<file path="config.mk">
export PLATFORM = sky130hd
export DESIGN_NAME = bus_arbiter
export DESIGN_NICKNAME = d
export VERILOG_FILES = /design/src/rtl/bus_arbiter.sv
export SDC_FILE = /design/constraint.sdc
export NUM_CORES = 1
export LEC_CHECK = 0
export ABC_AREA = 1
export CORE_ASPECT_RATIO = 1.2
export CORE_MARGIN = 8
export CORE_UTILIZATION = 40
export CTS_BUF_LIST = sky130_fd_sc_hd__clkbuf_4 sky130_fd_sc_hd__clkbuf_8
export DETAILED_ROUTE_END_ITERATION = 12
export MAX_ROUTING_LAYER = met4
export PLACE_DENSITY_LB_ADDON = 0.2
export SLEW_MARGIN = 20
export SYNTH_ARGS = -nofsm -noshare
export SYNTH_HDL_FRONTEND = slang
export SYNTH_SLANG_ARGS = --single-unit
</file>
<file path="constraint.sdc">
create_clock -name cpu_clk -period 2.1 [get_ports cpu_clk]
set_input_delay 0.525 -clock cpu_clk [delete_from_list [all_inputs] [get_ports cpu_clk]]
set_output_delay 0.525 -clock cpu_clk [all_outputs]
set_load 0.05 [all_outputs]
</file>
<file path="src/rtl/bus_arbiter.sv">
// Two-master round-robin arbiter for the Bridge data bus with WAIT_STATES extra cycles per transfer.
// Optional macro BUS_LOCK_EN lets a locked master 1 keep the bus for up to LOCK_MAX consecutive grants.
module bus_arbiter #(
    parameter int unsigned WAIT_STATES = 0,
    parameter int unsigned LOCK_MAX    = 8
) (
    input  logic        cpu_clk,
    input  logic        cpu_rst_n,
    input  logic        m0_req_i,
    input  logic        m0_we_i,
    input  logic [31:0] m0_addr_i,
    input  logic [31:0] m0_wdata_i,
    output logic [31:0] m0_rdata_o,
    output logic        m0_stall_o,
    input  logic        m1_req_i,
    input  logic        m1_we_i,
    input  logic [31:0] m1_addr_i,
    input  logic [31:0] m1_wdata_i,
    input  logic        m1_lock_i,
    output logic        m1_gnt_o,
    output logic        m1_done_o,
    output logic [31:0] m1_rdata_o,
    output logic [31:0] Bus_addr_o,
    output logic        Bus_we_o,
    output logic [31:0] Bus_wdata_o,
    input  logic [31:0] Bus_rdata_i,
    output logic [1:0]  grant_o
);

    // State encoding doubles as the grant_o encoding.
    localparam logic [1:0] ST_IDLE    = 2'b00;
    localparam logic [1:0] ST_XFER_M0 = 2'b01;
    localparam logic [1:0] ST_XFER_M1 = 2'b10;
    localparam logic [3:0] WAIT_INIT  = 4'(WAIT_STATES);

    logic [1:0]  state_q, state_d;
    logic [3:0]  cnt_q, cnt_d;
    logic        last_q, last_d;
    logic        we_lat_q, we_lat_d;
    logic [31:0] addr_q, addr_d;
    logic [31:0] wdata_q, wdata_d;
    logic        bus_we_q, bus_we_d;
    logic        m1_gnt_q, m1_gnt_d;
    logic        m1_done_q, m1_done_d;
    logic [31:0] m0_rdata_q, m0_rdata_d;
    logic [31:0] m1_rdata_q, m1_rdata_d;
    logic        pick_m1_s;
    logic        done_m0_s;
    logic        done_m1_s;
    logic        lock_win_s;

`ifdef BUS_LOCK_EN
    localparam logic [7:0] LOCK_LIMIT = 8'(LOCK_MAX);
    logic [7:0] lock_cnt_q, lock_cnt_d;

    // Master 1 keeps the bus while it holds the lock and has not used up its grant budget.
    always_comb begin
        lock_win_s = last_q & m1_lock_i & (lock_cnt_q < LOCK_LIMIT);
    end
`else
    logic lock_unused_s;

    // Lock input is not used in this build.
    always_comb begin
        lock_win_s    = 1'b0;
        lock_unused_s = m1_lock_i ^ (LOCK_MAX == 0);
    end
`endif

    // Arbitration between the two requesters; ties go to whoever did not own the bus last.
    always_comb begin
        if (m1_req_i && !m0_req_i) begin
            pick_m1_s = 1'b1;
        end else if (m1_req_i && m0_req_i) begin
            pick_m1_s = lock_win_s | ~last_q;
        end else begin
            pick_m1_s = 1'b0;
        end
    end

    // Done-cycle decode used for the rdata bypass and the CPU stall.
    always_comb begin
        done_m0_s = (state_q == ST_XFER_M0) && (cnt_q == 4'd0);
        done_m1_s = (state_q == ST_XFER_M1) && (cnt_q == 4'd0);
    end

    // Next-state logic; write strobe and done pulse are computed one cycle early so they leave flops.
    always_comb begin
        state_d    = state_q;
        cnt_d      = cnt_q;
        last_d     = last_q;
        we_lat_d   = we_lat_q;
        addr_d     = addr_q;
        wdata_d    = wdata_q;
        bus_we_d   = 1'b0;
        m1_gnt_d   = 1'b0;
        m1_done_d  = 1'b0;
        m0_rdata_d = m0_rdata_q;
        m1_rdata_d = m1_rdata_q;
`ifdef BUS_LOCK_EN
        lock_cnt_d = lock_cnt_q;
`endif
        case (state_q)
            ST_IDLE: begin
                if (m0_req_i || m1_req_i) begin
                    cnt_d = WAIT_INIT;
                    if (pick_m1_s) begin
                        state_d  = ST_XFER_M1;
                        last_d   = 1'b1;
                        we_lat_d = m1_we_i;
                        addr_d   = m1_addr_i;
                        wdata_d  = m1_wdata_i;
                        m1_gnt_d = 1'b1;
`ifdef BUS_LOCK_EN
                        lock_cnt_d = (lock_cnt_q == 8'hFF) ? lock_cnt_q : lock_cnt_q + 8'd1;
`endif
                    end else begin
                        state_d  = ST_XFER_M0;
                        last_d   = 1'b0;
                        we_lat_d = m0_we_i;
                        addr_d   = m0_addr_i;
                        wdata_d  = m0_wdata_i;
`ifdef BUS_LOCK_EN
                        lock_cnt_d = 8'd0;
`endif
                    end
                    if (WAIT_INIT == 4'd0) begin
                        bus_we_d  = pick_m1_s ? m1_we_i : m0_we_i;
                        m1_done_d = pick_m1_s;
                    end else begin
                        bus_we_d  = 1'b0;
                        m1_done_d = 1'b0;
                    end
                end else begin
                    state_d = ST_IDLE;
                end
            end
            ST_XFER_M0, ST_XFER_M1: begin
                if (cnt_q == 4'd0) begin
                    state_d = ST_IDLE;
                    if (state_q == ST_XFER_M1) begin
                        m1_rdata_d = Bus_rdata_i;
                    end else begin
                        m0_rdata_d = Bus_rdata_i;
                    end
                end else begin
                    cnt_d    = cnt_q - 4'd1;
                    m1_gnt_d = (state_q == ST_XFER_M1);
                    if (cnt_q == 4'd1) begin
                        bus_we_d  = we_lat_q;
                        m1_done_d = (state_q == ST_XFER_M1);
                    end else begin
                        bus_we_d  = 1'b0;
                        m1_done_d = 1'b0;
                    end
                end
            end
            default: begin
                state_d = ST_IDLE;
                cnt_d   = 4'd0;
            end
        endcase
    end

    // State and output registers; reset aborts any transfer and kills a pending strobe at once.
    always_ff @(posedge cpu_clk or negedge cpu_rst_n) begin
        if (!cpu_rst_n) begin
            state_q    <= ST_IDLE;
            cnt_q      <= 4'd0;
            last_q     <= 1'b1;
            we_lat_q   <= 1'b0;
            addr_q     <= 32'd0;
            wdata_q    <= 32'd0;
            bus_we_q   <= 1'b0;
            m1_gnt_q   <= 1'b0;
            m1_done_q  <= 1'b0;
            m0_rdata_q <= 32'd0;
            m1_rdata_q <= 32'd0;
        end else begin
            state_q    <= state_d;
            cnt_q      <= cnt_d;
            last_q     <= last_d;
            we_lat_q   <= we_lat_d;
            addr_q     <= addr_d;
            wdata_q    <= wdata_d;
            bus_we_q   <= bus_we_d;
            m1_gnt_q   <= m1_gnt_d;
            m1_done_q  <= m1_done_d;
            m0_rdata_q <= m0_rdata_d;
            m1_rdata_q <= m1_rdata_d;
        end
    end

`ifdef BUS_LOCK_EN
    // Consecutive master-1 grant counter.
    always_ff @(posedge cpu_clk or negedge cpu_rst_n) begin
        if (!cpu_rst_n) begin
            lock_cnt_q <= 8'd0;
        end else begin
            lock_cnt_q <= lock_cnt_d;
        end
    end
`endif

    assign grant_o     = state_q;
    assign Bus_addr_o  = addr_q;
    assign Bus_wdata_o = wdata_q;
    assign Bus_we_o    = bus_we_q;
    assign m1_gnt_o    = m1_gnt_q;
    assign m1_done_o   = m1_done_q;
    assign m0_rdata_o  = done_m0_s ? Bus_rdata_i : m0_rdata_q;
    assign m1_rdata_o  = done_m1_s ? Bus_rdata_i : m1_rdata_q;
    assign m0_stall_o  = m0_req_i & ~done_m0_s;

endmodule
</file>
Word-level counts from Yosys, hierarchy flattened
Index checks and enable logic that the tools add are counted.
{"block": "op_classes", "n_eq_ne": 6, "addsub": 1, "muxes": 26, "reduce_logical": 13, "n_bitwise": 4}
{"operator": "2-to-1 mux 32 bit", "n": 4}
{"operator": "2-to-1 mux 1 bit", "n": 12}
{"operator": "2-to-1 mux 4 bit", "n": 2}
{"operator": "one-hot mux 4 bit (2 select lines)", "n": 1}
{"operator": "2-to-1 mux 2 bit", "n": 3}
{"operator": "!= test 2 bit, second input constant", "n": 3}
{"operator": "one-hot mux 1 bit (2 select lines)", "n": 3}
{"operator": "AND reduction 3 bit", "n": 2}
{"operator": "equality test 4 x 1 -> 1 bit, second input constant", "n": 1}
{"operator": "logical AND 1 bit", "n": 4}
{"operator": "zero test 4 bit", "n": 1}
{"operator": "one-hot mux 2 bit (2 select lines)", "n": 1}
{"operator": "AND reduction 2 bit", "n": 2}
{"operator": "subtractor 4 x 1 -> 4 bit, second input constant", "n": 1}
{"operator": "NOT 1 bit", "n": 3}
{"operator": "equality test 2 x 1 -> 1 bit, second input constant", "n": 1}
{"operator": "equality test 2 bit, second input constant", "n": 1}
{"operator": "zero test 2 bit", "n": 1}
{"operator": "OR reduction 2 bit", "n": 1}
{"operator": "AND 1 bit", "n": 1}
{"operator": "zero test 1 bit", "n": 1}
{"operator": "logical OR 1 bit", "n": 1}
{"block": "word_totals", "register_bits": 139, "word_cells": 61, "out_inout_bits": 134}

Logic depth before layout (Yosys ltp)
Gate-level depths: netlist of run 1.
{"block": "logic_depth", "depth_word": 6, "mapped_depth": 9}

Worst setup path after synthesis of run 1
No wires, ideal clock.
{"block": "synth_path", "path_kind": "flip-flop to output port", "start": "reg state_q[1] (netlist: grant_o[1])", "end": "out m0_rdata_o[14]", "arrival_ns": 2.232, "setup_slack_ns": -0.657, "path_stages_with_launch": 8, "required_ns": 1.575, "path_cell_list": "dfrtp_1 inv_1 ha_1 nand3_1 buf_2 buf_2 nor2_1 a21oi_1"}
{"block": "synth_via", "elab_chain_len": 3}
{"item": "from (decl)", "line_no": "36", "text": "logic [1:0] state_q, state_d;"}
{"item": "from (signal assigned)", "line_no": "180", "text": "state_q <= state_d;"}
{"item": "equality test 2 x 1 -> 1 bit", "line_no": "83", "text": "done_m0_s = (state_q == ST_XFER_M0) && (cnt_q == 4'd0);"}
{"item": "logical AND 1 bit", "line_no": "83"}
{"item": "2-to-1 mux 32 bit", "line_no": "211", "text": "assign m0_rdata_o = done_m0_s ? Bus_rdata_i : m0_rdata_q;"}
{"item": "to (decl)", "line_no": "13", "text": "output logic [31:0] m0_rdata_o,"}
Every way passes these cells.

Worst setup path after layout of run 1
{"block": "layout_path", "start": "reg state_q[0] (netlist: grant_o[0])", "end": "out m1_rdata_o[10]"}
{"block": "layout_via", "elab_chain_len": 3}
{"item": "equality test 2 bit", "line_no": "84", "text": "done_m1_s = (state_q == ST_XFER_M1) && (cnt_q == 4'd0);"}
{"item": "logical AND 1 bit", "line_no": "84"}
{"item": "2-to-1 mux 32 bit", "line_no": "212", "text": "assign m1_rdata_o = done_m1_s ? Bus_rdata_i : m1_rdata_q;"}
{"item": "to (decl)", "line_no": "22", "text": "output logic [31:0] m1_rdata_o,"}
Every way passes these cells.

==> metrics.txt, run 1 <==
Overall Power 23.9 mW; H-tree Lvls 4; Critical Path Source grant_o[0]; width of the die 131 um; post-synthesis cell area 6400 um^2; reg2reg path depth 6; Final ANT Viol Nets 0; Hold Crit Endpoint last_q; IO buf count 299; final wirelength 25800 um; initial antenna violation count 4; mean routed wirelength per cell 18.7 um; height of the chip 155 um; max-cap viol count 0; largest delay contributor family on the critical path buffers and inverters; flops & latches, synth 139; TritonCTS buffer count 17; Critical R2R Launch grant_o[0]; RD Place Congestion 0.839; crit path launch type flip-flop; footprint of the multi-input gates 3580 um^2; critical path type reg -> out; Slowest-stage cell, CP dfrtp_2; GR Layer Usage met2 0.431; post-synth net total 977; Hold Vio Cnt, Final 0; Hold Path Cell Cnt 2; Post-DP HPWL 18000 um; fin. max-slew vios 0; RSZ-0062 raised after global routing true; sequential fraction of the synthesis area 0.544; GRT Util Overall 0.254; synthesized area per cell 7.97 um^2; largest net degree at the start of global routing 65; Clock transition at path regs 70 ps; met3 GRT Util 0.0966; first-pass GRT wire length 39500 um; final setup fails 65; Post-layout nets 1334; fillers 1032; RR Endpoint m0_rdata_q[1]; failing checks negative setup slack; Iteration-0 DRC Markers 451; Power Dens Cells 1940 nW/um^2; synthesis warning total 0; Initial Util 0.409; GRT met1 Usage 0.269; core area 15600 um^2; CTS tree built; Hold Startpoint last_q; Vias/cell 5.00; Critical Path AT 1940 ps; full die area 20300 um^2; vias in the first global route 7162; setup ws final -364 ps; layout cells sized above 1 0.309; pin slew with the least headroom to its limit 537 ps; total negative slack -20580 ps; Pleak 5.60 nW; fmax 406 MHz; # clock sinks 139; Layout Skew 10.1 ps; total grt overflow 0; peak supply drop 1.47 mV; minimum clock period 2460 ps; critical-path maximum fanout 8; WP buf/inv 5; area grow syn2layout 92.5%; Hold/Removal Path Class reg -> reg; period utilisation layout 1.17; relative slew slack 0.644; CP cell instances inv_2 -> ha_4 -> inv_4 -> nor2_4 -> buf_6 -> buf_16 -> nand2_2 -> nand2_4 -> buf_12; num rows 50; unique cell type count in the Yosys netlist 24; CP Capture Type output port; GRT Max-Usage Layer met2; # DRC 0; max incr delay on CP 440 ps; clk_lat worst skew 450 ps; Worst EP required 1570 ps; r2r setup slk 430 ps; Seq. cell area 3480 um^2; status finished, violations left; root buf cell clkbuf_8; Boundary Pins 301; via count 6926; Pre-antenna DRT Iters 5; post-synthesis cell count 803; CTS max path bufs 2
==> tightest hold or removal path: cells and delay by family, from the launching register on <==
family	cells	cell delay, ps
flip-flops	1	370
AND/OR/NAND/NOR	2	110
==> cell type report <==
class                           instances  area share
Sequential cell                       139       0.283
Timing Repair Buffer                  385       0.356
Clock inverter                         12      0.0119
Multi-Input combinational cell        570       0.291
Clock buffer                           20      0.0218
Antenna cell                            4    0.000812
Tap cell                              208      0.0211
Inverter                               47      0.0148
==> worst max-delay path by stage <==
stage	cells after the start	endpoint
2_1_floorplan	6	m1_rdata_o[23]
3_3_place_gp	7	m1_rdata_o[23]
3_5_place_dp	7	m1_rdata_o[23]
4_1_cts	7	m0_rdata_o[23]
5_1_grt	9	m1_rdata_o[10]
6_report	9	m1_rdata_o[10]
==> kinds of logic after synthesis <==
group           synth area share
flops                      0.544
buf+inv                   0.0612
xor+xnor                 0.00137
simple gates               0.220
fa+ha+maj                 0.0137
compound gates             0.160
==> placed cells by master, fill, tap and decap left out, types with 38 or more instances in the layout <==
master	count
nand2_1	176
clkdlybuf4s50_1	164
o21ai_0	136
dfrtp_1	135
buf_4	88
buf_12	74
nor2_1	58
nand2_4	48
dlygate4sd2_1	46
inv_1	38
==> timing repair <==
action,in CTS,in global routing
setup endpoints to repair,111,65
hold buffers,1,0
hold endpoints to repair,22,0
gates cloned,4,0
buffers inserted,12,3
pin swaps,17,11
gates resized for setup,179,34
==> cell usage after synthesis, drive strengths merged <==
library cell  number  area share
xor2               1      0.0014
clkbuf            25       0.015
a21oi             34       0.027
o21ai            170        0.13
inv               47       0.028
nor2              92       0.056
nor3               1      0.0025
ha                 7       0.014
buf               22       0.018
nand3             21       0.016
nand4              1     0.00098
dfrtp            138        0.54
dfstp              1      0.0041
nand3b             1      0.0012
nand2            242        0.14
==> metal layers <==
metal,up-vias,part of all wire
li1,3310,-
met1,3298,0.37
met2,285,0.52
met3,33,0.090
met4,0,0.021
met5,-,0
==> flip-flops by register name, indices dropped and copies added (netlist names) <==
name,cells
m1_done_o,1
Bus_wdata_o,32
last_q,1
cnt_q,4
m1_rdata_q,32
Bus_addr_o,32
grant_o,2
we_lat_q,1
m1_gnt_o,1
m0_rdata_q,32
Bus_we_o,1
==> per-stage QoR <==
stage	instances	hold WS, ps	util	worst slack (ps)	instance area [um^2]
2_1_floorplan	803	229	-	-81.0	7050
3_3_place_gp	1330	416	0.718	21.4	11200
3_5_place_dp	1330	412	0.718	-14.9	11200
4_1_cts	1379	484	0.779	-355	12200
5_1_grt	1385	490	0.788	-450	12300
6_report	1385	474	0.788	-364	12300
==> where the power goes <==
part           internal, mW  switching (mW)  leakage (nW)
Combinational          6.65            10.4          3.70
Clock                  1.24            1.06         0.208
Sequential             4.02           0.531          1.69
Total                  11.9            12.0          5.60
(Power assumes the default switching activity.)
==> run 2, diff against run 1 <==
Settings changed: CTS_BUF_LIST sky130_fd_sc_hd__clkbuf_4 sky130_fd_sc_hd__clkbuf_8 to sky130_fd_sc_hd__clkbuf_2 sky130_fd_sc_hd__clkbuf_4 sky130_fd_sc_hd__clkbuf_8.
==> results of run 2 <==
Final layout, timing and power as in run 1 (identical DEF).
